[config.mk]
export PLATFORM = sky130hd
export DESIGN_NAME = fpu8_issue_ctrl
export DESIGN_NICKNAME = d
export VERILOG_FILES = /design/src/rtl/fpu8_issue_ctrl.sv
export SDC_FILE = /design/constraint.sdc
export NUM_CORES = 1
export LEC_CHECK = 0
export BUFFER_PORTS_ARGS = -buffer_cell sky130_fd_sc_hd__buf_2
export CAP_MARGIN = 20
export CORE_MARGIN = 5
export CORE_UTILIZATION = 48
export CTS_CLUSTER_SIZE = 40
export DETAILED_ROUTE_END_ITERATION = 12
export PLACE_DENSITY = 0.86
export SYNTH_ARGS = -nofsm -noshare
export SYNTH_HDL_FRONTEND = slang
export SYNTH_SLANG_ARGS = --single-unit
[constraint.sdc]
create_clock -name clk_i -period 2.44 [get_ports clk_i]
set_clock_uncertainty 0.05 [all_clocks]
set_input_delay 0.61 -clock clk_i [delete_from_list [all_inputs] [get_ports clk_i]]
set_output_delay 0.61 -clock clk_i [all_outputs]
set_load 0.05 [all_outputs]
[src/rtl/fpu8_issue_ctrl.sv]
// rtl/fpu8_issue_ctrl.sv - E4M3 FPU issue/result stage: exception resolve, core dispatch, timeout, sticky flags
module fpu8_issue_ctrl #(
    parameter int unsigned TIMEOUT   = 15,
    parameter logic [7:0]  NAN_0     = 8'h7F,
    parameter logic [2:0]  DIVZ_EXCE = 3'd4
) (
    input  logic       clk_i,
    input  logic       rst_i,
    input  logic       req_valid_i,
    output logic       req_ready_o,
    input  logic [1:0] req_op_i,
    input  logic [7:0] req_a_i,
    input  logic [7:0] req_b_i,
    output logic [1:0] exc_op_o,
    output logic [7:0] exc_a_o,
    output logic [7:0] exc_b_o,
    input  logic       exc_caught_i,
    input  logic [2:0] exc_code_i,
    output logic       core_start_o,
    output logic [1:0] core_op_o,
    output logic [7:0] core_a_o,
    output logic [7:0] core_b_o,
    input  logic       core_done_i,
    input  logic [7:0] core_result_i,
    output logic       res_valid_o,
    input  logic       res_ready_i,
    output logic [7:0] res_data_o,
    output logic       res_exc_o,
    output logic [2:0] res_code_o,
    output logic       res_timeout_o,
    output logic [7:0] sticky_flags_o,
    output logic       sticky_tmo_o,
    input  logic       flags_clear_i
);
    typedef enum logic [1:0] {S_IDLE, S_CHECK, S_EXEC, S_DONE} state_t;

    localparam logic [7:0] TMO_LIMIT = 8'(TIMEOUT);

    state_t     state_q, state_d;
    logic [1:0] op_q, op_d;
    logic [7:0] a_q, a_d, b_q, b_d;
    logic       start_q, start_d;
    logic [7:0] cnt_q, cnt_d, cnt_inc;
    logic [7:0] res_data_q, res_data_d;
    logic       res_exc_q, res_exc_d;
    logic [2:0] res_code_q, res_code_d;
    logic       res_tmo_q, res_tmo_d;
    logic [7:0] sticky_q, sticky_d;
    logic       sticky_tmo_q, sticky_tmo_d;

    assign cnt_inc = cnt_q + 8'd1;

    always_comb begin
        state_d      = state_q;
        op_d         = op_q;
        a_d          = a_q;
        b_d          = b_q;
        start_d      = 1'b0;
        cnt_d        = cnt_q;
        res_data_d   = res_data_q;
        res_exc_d    = res_exc_q;
        res_code_d   = res_code_q;
        res_tmo_d    = res_tmo_q;
        // A flag set on the same edge as a clear overrides the clear for that bit only.
        sticky_d     = flags_clear_i ? 8'h00 : sticky_q;
        sticky_tmo_d = flags_clear_i ? 1'b0 : sticky_tmo_q;

        case (state_q)
            S_IDLE: begin
                if (req_valid_i) begin
                    op_d    = req_op_i;
                    a_d     = req_a_i;
                    b_d     = req_b_i;
                    state_d = S_CHECK;
                end
            end
            S_CHECK: begin
                if (exc_caught_i) begin
                    state_d    = S_DONE;
                    res_exc_d  = 1'b1;
                    res_code_d = exc_code_i;
                    res_tmo_d  = 1'b0;
                    res_data_d = (exc_code_i == DIVZ_EXCE) ? {a_q[7] ^ b_q[7], 7'h78} : NAN_0;
                    sticky_d[exc_code_i] = 1'b1;
                end else begin
                    state_d = S_EXEC;
                    start_d = 1'b1;
                    cnt_d   = 8'd0;
                end
            end
            S_EXEC: begin
                // core_done during the start pulse belongs to nothing we issued.
                if (core_done_i && !start_q) begin
                    state_d    = S_DONE;
                    res_data_d = core_result_i;
                    res_exc_d  = 1'b0;
                    res_code_d = 3'd0;
                    res_tmo_d  = 1'b0;
                end else begin
                    cnt_d = cnt_inc;
                    if (cnt_inc == TMO_LIMIT) begin
                        state_d      = S_DONE;
                        res_data_d   = NAN_0;
                        res_exc_d    = 1'b0;
                        res_code_d   = 3'd0;
                        res_tmo_d    = 1'b1;
                        sticky_tmo_d = 1'b1;
                    end
                end
            end
            S_DONE: begin
                if (res_ready_i) begin
                    state_d = S_IDLE;
                end
            end
            default: state_d = S_IDLE;
        endcase
    end

    always_ff @(posedge clk_i) begin
        if (rst_i) begin
            state_q      <= S_IDLE;
            op_q         <= 2'd0;
            a_q          <= 8'd0;
            b_q          <= 8'd0;
            start_q      <= 1'b0;
            cnt_q        <= 8'd0;
            res_data_q   <= 8'd0;
            res_exc_q    <= 1'b0;
            res_code_q   <= 3'd0;
            res_tmo_q    <= 1'b0;
            sticky_q     <= 8'd0;
            sticky_tmo_q <= 1'b0;
        end else begin
            state_q      <= state_d;
            op_q         <= op_d;
            a_q          <= a_d;
            b_q          <= b_d;
            start_q      <= start_d;
            cnt_q        <= cnt_d;
            res_data_q   <= res_data_d;
            res_exc_q    <= res_exc_d;
            res_code_q   <= res_code_d;
            res_tmo_q    <= res_tmo_d;
            sticky_q     <= sticky_d;
            sticky_tmo_q <= sticky_tmo_d;
        end
    end

    assign req_ready_o    = (state_q == S_IDLE);
    assign res_valid_o    = (state_q == S_DONE);
    assign exc_op_o       = op_q;
    assign exc_a_o        = a_q;
    assign exc_b_o        = b_q;
    assign core_op_o      = op_q;
    assign core_a_o       = a_q;
    assign core_b_o       = b_q;
    assign core_start_o   = start_q;
    assign res_data_o     = res_data_q;
    assign res_exc_o      = res_exc_q;
    assign res_code_o     = res_code_q;
    assign res_timeout_o  = res_tmo_q;
    assign sticky_flags_o = sticky_q;
    assign sticky_tmo_o   = sticky_tmo_q;
endmodule

==> impl_metrics.ini <==
[layout]
n_fill_cell = 461
layout-drive-gt1-share_pct = 29.7
finalNetCount = 415
layout.cells.most_common_list = 96 x buf_2, 51 x dfxtp_1, 45 x nand2_1
fin_util_pct = 60.5
n_antenna_cell = 0
area_growth_syn_to_layout_pct = 20.4
layout.cell_area.non_filler_um2 = 2920
layout_commonest_cell = buf_2

[route]
vias_per_cell = 5.05
routedWlPerCell_um = 13.0
ant_nets = 0
dr.first_iter.drc_count = 82
drt_drc_violations_left = 0
detail_route.wirelength_um = 5760
vias = 2227
detail_route.first_pass.iterations = 5

[global_route]
largest_net_degree_at_the_start_of_global_routing = 31
global_route_wire_length_before_repair_um = 9120
groute.usage.overall_pct = 17.7
grt_pass1_vias = 2018
grt_antenna_before_repair = 0
overflow = 0

[setup_path]
required_worst_endpoint_ns = 2.59
crit_path_dat_ns = 2.40
critical_path_peak_fanout = 8
category_of_the_most_critical_setup_path = flop to flop
timing.critical_path.to_type = flop
kind_of_start_point_of_the_critical_path = flop

[sta]
finalHoldViolations = 0
slew_headroom_pct = 58.8
total_neg_setup_slack_ns = 0
finalCriticalPeriod_ns = 2.25
setup_repair_after_global_routing_missed_its_margin = no
report.final.setup_viol = 0
slew_violations = 0
final_critical_path_setup_slack_ns = 0.190
worst_slew_pin_slew_ns = 0.615
fmax_ghz = 0.444
finalCritPeriodShare_pct = 92.2

[floorplan]
start_util_pct = 50.3
dieWidth_um = 81.0
ios = 97
design.die.area_um2 = 6570
fp.dieH_um = 81.0
num_rows = 25
design.core.area_um2 = 4820

[synthesis]
netlist-cell-type-count = 38
ys_seq_area_share_pct = 42.1
syn_nets = 338
synth.top_cells.by_area = dfxtp_1 42%, a21oi_1 8.1%, nand2_1 7.0%
syn_area_um2 = 2420
synth_top_area_cell = dfxtp_1
synthDominantCellAreaShare_pct = 42.1
yosys_register_bits = 51
synthesis.area_per_instance_um2 = 8.18
syn_inst = 296
synth-warning-count = 0

[placed_design]
globalplace.congestion = 0.938
io_buffers = 96
preCtsSetupSlack_ns = 0.197
placed_cell_area_um2 = 2820
place.detailed.hpwl_um = 4550

[clocking]
cts.repair.resized = 0
numClockSinks = 51
clockRootBuffer = clkbuf_8
post-cts-setup-buffer-count = 0
numCtsBuffers = 5
cts_htree_levels = 2
worst_skew_pair.late_latency_ns = 0.30
clkSlewWorstSetupHoldPaths_ns = 0.10
tritoncts = built
clockBufferDepth = 2
cts_hold_repair.buffers = 0

[power_and_ir_drop]
ir_worst_vdd_mv = 0.489
pwr_density_cell_nw_per_um2 = 1020
power.leakage_nw = 1.37

[run]
cap_viol_max_count = 0

[hold_path]
holdCritPathClass = flop to flop

[outcome]
outcome = finished clean
==> cell usage after synthesis <==
| cell type | n |
|---|---|
| nor2_1 | 23 |
| and3_1 | 1 |
| nor4b_1 | 4 |
| a41oi_1 | 1 |
| nand3_1 | 6 |
| buf_4 | 18 |
| mux2i_1 | 5 |
| nand3b_1 | 4 |
| and2b_1 | 1 |
| nor3b_1 | 2 |
| a31oi_1 | 1 |
| nand2_1 | 45 |
| buf_2 | 2 |
| mux2_4 | 1 |
| a21oi_1 | 39 |
| a211oi_1 | 5 |
| dfxtp_1 | 51 |
| nand2b_1 | 10 |
| nor4_1 | 1 |
| and2_1 | 2 |
| o21ai_1 | 1 |
| inv_1 | 12 |
| a21boi_0 | 1 |
| nand4_1 | 3 |
| ha_1 | 6 |
| clkbuf_1 | 7 |
| nor2b_1 | 9 |
| o21a_1 | 1 |
| o211ai_1 | 5 |
| and3_2 | 2 |
| a22oi_1 | 3 |
| xor2_1 | 2 |
| o21ai_0 | 11 |
| buf_6 | 3 |
| or3_1 | 3 |
| or4_1 | 2 |
| xnor2_1 | 2 |
| nand4b_1 | 1 |
==> cell families (layout without fill, tap and decap cells) <==
group           Yosys count  in the layout  share of synthesized area (%)
fa+ha+maj                 6              6                           3.10
simple gates            119            119                           24.5
compound gates           68             68                           15.8
mux                       6              6                           2.69
flops                    51             51                           42.1
buf+inv                  42            120                           10.3
xor+xnor                  4              4                           1.45
==> worst max-delay path, stage by stage (launching register included) <==
cell and delay [ns]:
dfxtp_1 0.42, ha_1 0.25, xor2_1 0.16, nand3b_1 0.10, or4_1 0.50, o21a_1 0.33, mux2_4 0.33
==> final timing paths <==
check | slack (ns) | from | depth (start not counted) | to
setup reg to reg | 0.19 | cnt_q[0] | 6 | res_data_o[7]
setup / recovery | 0.19 | cnt_q[0] | 6 | res_data_o[7]
hold / removal | 0.41 | res_data_o[6] | 2 | res_data_o[6]
hold reg to reg | 0.41 | res_data_o[6] | 2 | res_data_o[6]
==> final cells by class <==
class	count	area [µm²]	share of cell area (%)
tap	67	83.8	2.87
inverter	12	45.0	1.54
clock buffer	5	68.8	2.36
timing repair buffer	100	523	17.9
multi-input combinational	203	1150	39.5
sequential	51	1020	35.0
clock inverter	3	23.8	0.815
==> through the flow <==
step                hold WS, ns  power, mW  std cells
global placement          0.393       2.48        433
detailed placement        0.400       2.51        433
CTS                       0.417       3.00        441
floorplan                 0.413       2.26        296
global route              0.434       3.15        441
finish                    0.411       2.98        441
==> flip-flops by register name (all words and copies together) (netlist names) <==
name            cells
core_op_o           2
cnt_q               8
sticky_tmo_o        1
res_timeout_o       1
res_data_o          8
res_code_o          3
core_start_o        1
sticky_flags_o      8
core_a_o            8
core_b_o            8
res_exc_o           1
state_q             2
==> per-layer routing <==
metal / track usage (%) / part of all wire (%) / up-vias
li1: - / - / 1138
met1: 21.8 / 43 / 1008
met2: 30.4 / 48 / 71
met3: 4.21 / 7.8 / 10
met4: 5.74 / 1.6 / 0
met5: 0 / 0 / -
==> report_power, final <==
group / internal [mW] / switching (mW)
clock network: 0.205 / 0.291
registers: 0.973 / 0.0884
logic: 0.335 / 1.08
total: 1.51 / 1.46
No activity file was read; power rests on OpenSTA's default activity.
